===== src/rtl/led_counter_sequencer.sv =====
// ---------------------------------------------------------------------------
// LedCounterSequencer: push-button driven run/pause/step sequencer for an
// external counter.
//
// Purpose:
//   A raw push-button and a raw mode switch are synchronized and debounced.
//   Each debounced button press advances a four-state FSM
//   (IDLE -> RUN -> PAUSE -> ... -> DONE -> IDLE).
//   In RUN, a prescaler emits a counter-enable strobe every PRESCALE cycles.
//   In PAUSE with the switch high, each press emits a single step strobe.
//   Reaching LIMIT on the external counter moves the FSM to DONE. A press in
//   DONE clears the counter and returns to IDLE.
//
// Ports:
//   clk      in   rising-edge clock for all state
//   rst_n    in   synchronous active-low reset
//   btn_in   in   raw asynchronous push-button, active-high
//   sw_in    in   raw asynchronous mode switch (1 = single-step, 0 = continuous)
//   ctr_val  in   current value of the external counter
//   ctr_en   out  one-cycle increment strobe to the external counter
//   ctr_clr  out  one-cycle clear strobe to the external counter
//   state    out  FSM state: IDLE=0, RUN=1, PAUSE=2, DONE=3
//   done     out  high exactly while state is DONE
// ---------------------------------------------------------------------------
module led_counter_sequencer #(
    parameter int                   DEBOUNCE_CYCLES = 4,
    parameter int                   PRESCALE        = 3,
    parameter int                   CTR_WIDTH       = 16,
    parameter logic [CTR_WIDTH-1:0] LIMIT           = CTR_WIDTH'(5)
) (
    input  logic                 clk,
    input  logic                 rst_n,
    input  logic                 btn_in,
    input  logic                 sw_in,
    input  logic [CTR_WIDTH-1:0] ctr_val,
    output logic                 ctr_en,
    output logic                 ctr_clr,
    output logic [1:0]           state,
    output logic                 done
);

    typedef enum logic [1:0] {
        IDLE  = 2'd0,
        RUN   = 2'd1,
        PAUSE = 2'd2,
        DONE  = 2'd3
    } seqState_t;

    localparam int DBW = (DEBOUNCE_CYCLES > 1) ? $clog2(DEBOUNCE_CYCLES) : 1;
    localparam int PSW = (PRESCALE > 1) ? $clog2(PRESCALE) : 1;
    localparam logic [DBW-1:0] DB_LAST = DBW'(DEBOUNCE_CYCLES - 1);
    localparam logic [PSW-1:0] PS_LAST = PSW'(PRESCALE - 1);

    logic           r_btnSync1;
    logic           r_btnSync2;
    logic           r_swSync1;
    logic           r_swSync2;
    logic           r_btnDeb;
    logic           r_swDeb;
    logic [DBW-1:0] r_btnCnt;
    logic [DBW-1:0] r_swCnt;
    logic           r_btnDebDly;
    logic           r_press;

    seqState_t      r_state;
    logic [PSW-1:0] r_prescale;
    logic           r_ctrEn;
    logic           r_ctrClr;
    logic           r_done;

    seqState_t      w_nextState;
    logic [PSW-1:0] w_nextPrescale;
    logic           w_nextEn;
    logic           w_nextClr;
    logic [CTR_WIDTH-1:0] w_effVal;
    logic           w_atLimit;

    // Input conditioning: two-flop synchronizers, then a debouncer per input
    // that only accepts a new level after DEBOUNCE_CYCLES consecutive
    // disagreeing samples. The press pulse is the registered rising edge of
    // the debounced button, so the FSM acts one cycle after it is raised.
    always_ff @(posedge clk) begin
        if (!rst_n) begin
            r_btnSync1  <= 1'b0;
            r_btnSync2  <= 1'b0;
            r_swSync1   <= 1'b0;
            r_swSync2   <= 1'b0;
            r_btnDeb    <= 1'b0;
            r_swDeb     <= 1'b0;
            r_btnCnt    <= '0;
            r_swCnt     <= '0;
            r_btnDebDly <= 1'b0;
            r_press     <= 1'b0;
        end else begin
            r_btnSync1 <= btn_in;
            r_btnSync2 <= r_btnSync1;
            r_swSync1  <= sw_in;
            r_swSync2  <= r_swSync1;

            if (r_btnSync2 != r_btnDeb) begin
                if (r_btnCnt == DB_LAST) begin
                    r_btnDeb <= r_btnSync2;
                    r_btnCnt <= '0;
                end else begin
                    r_btnCnt <= r_btnCnt + DBW'(1);
                end
            end else begin
                r_btnCnt <= '0;
            end

            if (r_swSync2 != r_swDeb) begin
                if (r_swCnt == DB_LAST) begin
                    r_swDeb <= r_swSync2;
                    r_swCnt <= '0;
                end else begin
                    r_swCnt <= r_swCnt + DBW'(1);
                end
            end else begin
                r_swCnt <= '0;
            end

            r_btnDebDly <= r_btnDeb;
            r_press     <= r_btnDeb & ~r_btnDebDly;
        end
    end

    // The counter lags our strobe by one edge, so a strobe still in flight
    // counts towards the limit; otherwise back-to-back strobes could
    // overshoot LIMIT.
    assign w_effVal  = ctr_val + CTR_WIDTH'(r_ctrEn);
    assign w_atLimit = (ctr_val == LIMIT) || (w_effVal == LIMIT);

    // Next-state and next-output logic. A strobe that would fire at the
    // limit is swallowed and replaced by the move to DONE, which also wins
    // over a simultaneous press. A press on the same cycle as a due
    // (non-terminal) prescale strobe still lets that strobe out.
    always_comb begin
        w_nextState    = r_state;
        w_nextPrescale = '0;
        w_nextEn       = 1'b0;
        w_nextClr      = 1'b0;
        case (r_state)
            IDLE: begin
                if (r_press) begin
                    w_nextState = RUN;
                end
            end
            RUN: begin
                if (r_prescale == PS_LAST) begin
                    if (w_atLimit) begin
                        w_nextState = DONE;
                    end else begin
                        w_nextEn = 1'b1;
                        if (r_press) begin
                            w_nextState = PAUSE;
                        end
                    end
                end else if (r_press) begin
                    w_nextState = PAUSE;
                end else begin
                    w_nextPrescale = r_prescale + PSW'(1);
                end
            end
            PAUSE: begin
                if (r_press) begin
                    if (r_swDeb) begin
                        if (w_atLimit) begin
                            w_nextState = DONE;
                        end else begin
                            w_nextEn = 1'b1;
                        end
                    end else begin
                        w_nextState = RUN;
                    end
                end
            end
            DONE: begin
                if (r_press) begin
                    w_nextState = IDLE;
                    w_nextClr   = 1'b1;
                end
            end
            default: begin
                w_nextState = IDLE;
            end
        endcase
    end

    // State, prescaler and all outputs are registered so nothing reaches the
    // ports combinationally from the inputs.
    always_ff @(posedge clk) begin
        if (!rst_n) begin
            r_state    <= IDLE;
            r_prescale <= '0;
            r_ctrEn    <= 1'b0;
            r_ctrClr   <= 1'b0;
            r_done     <= 1'b0;
        end else begin
            r_state    <= w_nextState;
            r_prescale <= w_nextPrescale;
            r_ctrEn    <= w_nextEn;
            r_ctrClr   <= w_nextClr;
            r_done     <= (w_nextState == DONE);
        end
    end

    assign ctr_en  = r_ctrEn;
    assign ctr_clr = r_ctrClr;
    assign state   = r_state;
    assign done    = r_done;

endmodule


===== config.mk =====
export PLATFORM = sky130hd
export DESIGN_NAME = led_counter_sequencer
export DESIGN_NICKNAME = d
export VERILOG_FILES = /design/src/rtl/led_counter_sequencer.sv
export SDC_FILE = /design/constraint.sdc
export NUM_CORES = 1
export LEC_CHECK = 0
export CORE_UTILIZATION = 50
export DETAILED_ROUTE_END_ITERATION = 10
export GPL_TIMING_DRIVEN = 0
export PLACE_DENSITY = 0.78
export SYNTH_ARGS = -nofsm -noshare
export SYNTH_HDL_FRONTEND = slang
export SYNTH_SLANG_ARGS = --single-unit

===== constraint.sdc =====
create_clock -name clk -period 2.5 [get_ports clk]
set_input_delay 0.375 -clock clk [delete_from_list [all_inputs] [get_ports clk]]
set_output_delay 0.375 -clock clk [all_outputs]
set_load 0.005 [all_outputs]

==> flow_metrics.tcl <==
set metrics [dict create \
    maxCapViolations 0 \
    reg2regPathDepth 10 \
    end_kind "register" \
    ant_nets 0 \
    synth.yosys.seq_area_share_pct 30.0 \
    crit_end "done$_SDFF_PN0_" \
    period_share_pct 97.0 \
    ctsHoldBuffers 0 \
    holdWs_ns 0.392 \
    synth-main-ff-cell "dfxtp_1" \
    io_pins 25 \
    synthCells 152 \
    powerDensity_nw_per_um2 359 \
    fin_cells 210 \
    vdd_drop_max_mv 0.275 \
    grt_pass1_vias 1145 \
    grt_use_met1_pct 30.1 \
    crit_fanout 9 \
    vias 1222 \
    syn_nets 181 \
    first_pass_iters 6 \
    grt_overflow 0 \
    area_growth_pct 26.8 \
    rsz0062_at_grt "no" \
    drive_gt1_share_pct 10.4 \
    grt_max_degree 11 \
    hold_class "register to register" \
    hpwl_um 2210 \
    via_per_inst 5.82 \
    insertion_delay_ns 0.29 \
    maxSlewHeadroom_pct 73.3 \
    layout_common_cells "clkdlybuf4s50_1, dfxtp_1, nand2_1, nor2_1, and2_1" \
    nets 212 \
    worst_slew_pin_slew_ns 0.398 \
    synth_top_cell_by_area "dfxtp_1" \
    tritoncts "yes" \
    numPortBuffers 24 \
    gr-usage-met3_pct 6.38 \
    drc 0 \
    yosys-top-cells-area "dfxtp_1, ha_1, and2_1" \
    antenna_found_initial 0 \
    die_area_um2 2740 \
    initialDrtViolationCount 33 \
    synth-edff-count 0 \
    final_common_cell "clkdlybuf4s50_1" \
    crit_required_ns 2.70 \
    routedWlPerCell_um 14.1 \
    routed_wl_um 2970 \
    hold_depth 1 \
    skew_ns 0.000659 \
    row_count 17 \
    multi_input_area_um2 865 \
    yosysWarnings 0 \
    critPathArrivalTime_ns 2.62 \
    crit_type "primary input to register" \
    die_height_um 52.3 \
    synth_area_per_cell_um2 8.33 \
    place_congestion 0.861 \
    synth_top_area_share_pct 30.0 \
    r2r_start "ctr_en$_SDFF_PN0_" \
    nFillCells 207 \
    global_route.usage.total_pct 24.2 \
    fp.dieW_um 52.3 \
    timing_max_transition_violations_final 0 \
    grt_pass1_wl_um 4890 \
    placed_cells 204 \
    initial_utilization_pct 55.1 \
    diodes 0 \
    grt_use_met2_pct 39.7 \
    period_needed_ns 2.42 \
    status "finished, final reports clean" \
    rrSetupSlack_ns 0.27 \
    coreArea_um2 2300 \
    cp-start-kind "primary input" \
    setup_viol 0 \
    hold_violations 0 \
    finalPower_mw 0.576 \
    cts_buffers 3 \
    clockBufferDepth 2 \
    async_flop_share_pct 0 \
    reg2reg_to "done$_SDFF_PN0_" \
    fmax_ghz 0.413 \
    leakage_nw 0.655 \
    syn_area_um2 1270 \
    crit_start "ctr_val[0]" \
    ys_ff_latch 19 \
    ys_types 42 \
    cts-root-buf "clkbuf_4" \
    grt-busiest-layer "met2" \
    cts.sinks 19 \
    seq_area_um2 380 \
    path_clk_slew_ns 0.10 \
    cts_htree_levels 1 \
]
-- stage by stage --
step	setup TNS, ns	util, %	instance area, um2	worst slack [ns]
after CTS	0	68.7	1580	0.0265
after floorplan	0	-	1270	0.327
after global routing	0	69.9	1610	0.0202
final	0	69.9	1610	0.0761
after global placement	-0.979	67.1	1540	-0.332
after detailed placement	-1.18	67.1	1540	-0.377
-- cell families after synthesis --
| logic type | after synthesis | synth area share (%) |
|---|---|---|
| XOR/XNOR | 7 | 4.84 |
| multiplexers | 3 | 2.37 |
| flip-flops | 19 | 30.0 |
| adder cells (fa/ha/maj) | 9 | 8.89 |
| AND/OR/NAND/NOR | 82 | 38.3 |
| buffers and inverters | 9 | 3.16 |
| AO/OA/AOI/OAI | 23 | 12.4 |
-- repair_timing --
| item | CTS | global route |
|---|---|---|
| gates resized for setup | 2 | 4 |
| cloned | 0 | 0 |
| buffers inserted | 0 | 2 |
| setup endpoints to repair | 2 | 3 |
| endpoints found under the hold margin | 0 | 0 |
-- layout make-up --
| class | count | share of cell area (%) |
|---|---|---|
| multi-input combinational | 124 | 53.9 |
| sequential | 19 | 23.7 |
| timing repair buffer | 26 | 15.9 |
| tap | 28 | 2.18 |
| clock buffer | 4 | 1.64 |
| buffer | 4 | 1.56 |
| inverter | 5 | 1.17 |
-- where the power goes --
group	leakage [nW]	internal [mW]	switching [mW]
combinational	0.486	0.0583	0.0535
sequential	0.154	0.309	0.00534
clock	0.0150	0.0621	0.0871
-- state kept, by name, summed over array words and instances, names as in the netlist, 2 cells and up --
| register | flops |
|---|---|
| r_btnCnt | 2 |
| r_prescale | 2 |
| state | 2 |
| r_swCnt | 2 |
-- metal layers --
metal,up-vias,routed length [um]
li1,617,-
met1,561,1390
met2,38,1340
met3,6,190
met4,0,43
met5,-,0
-- Yosys cell counts, types with 3 or more instances --
library cell,instances
and2_1,9
and3_1,4
nor3_1,5
xnor2_1,3
nand2_1,13
dfxtp_1,19
nand4_1,8
o21ai_0,6
a21oi_1,4
ha_1,9
a21boi_0,3
mux2i_1,3
nor2b_1,4
nor2_1,13
nand3_1,8
inv_1,5
xor2_1,4
-- worst max-delay path: stages --
cell and delay, ns:
clkdlybuf4s50_1 0.50, ha_2 0.22, ha_1 0.16, buf_6 0.14
and4_4 0.26, and3_1 0.18, o32ai_2 0.10, nand4_1 0.10
nor3_1 0.04, or3_1 0.37, and2_1 0.17
-- how the worst min path moves through the flow --
stage	endpoint	start
2_1_floorplan	r_press$_SDFF_PN0_	r_btnDebDly$_SDFF_PN0_
3_3_place_gp	r_press$_SDFF_PN0_	r_btnDebDly$_SDFF_PN0_
3_5_place_dp	r_press$_SDFF_PN0_	r_btnDebDly$_SDFF_PN0_
4_1_cts	r_press$_SDFF_PN0_	r_btnDebDly$_SDFF_PN0_
5_1_grt	r_press$_SDFF_PN0_	r_btnDebDly$_SDFF_PN0_
6_report	r_press$_SDFF_PN0_	r_btnDebDly$_SDFF_PN0_
Note: power is estimated with default switching activity, not from simulation.
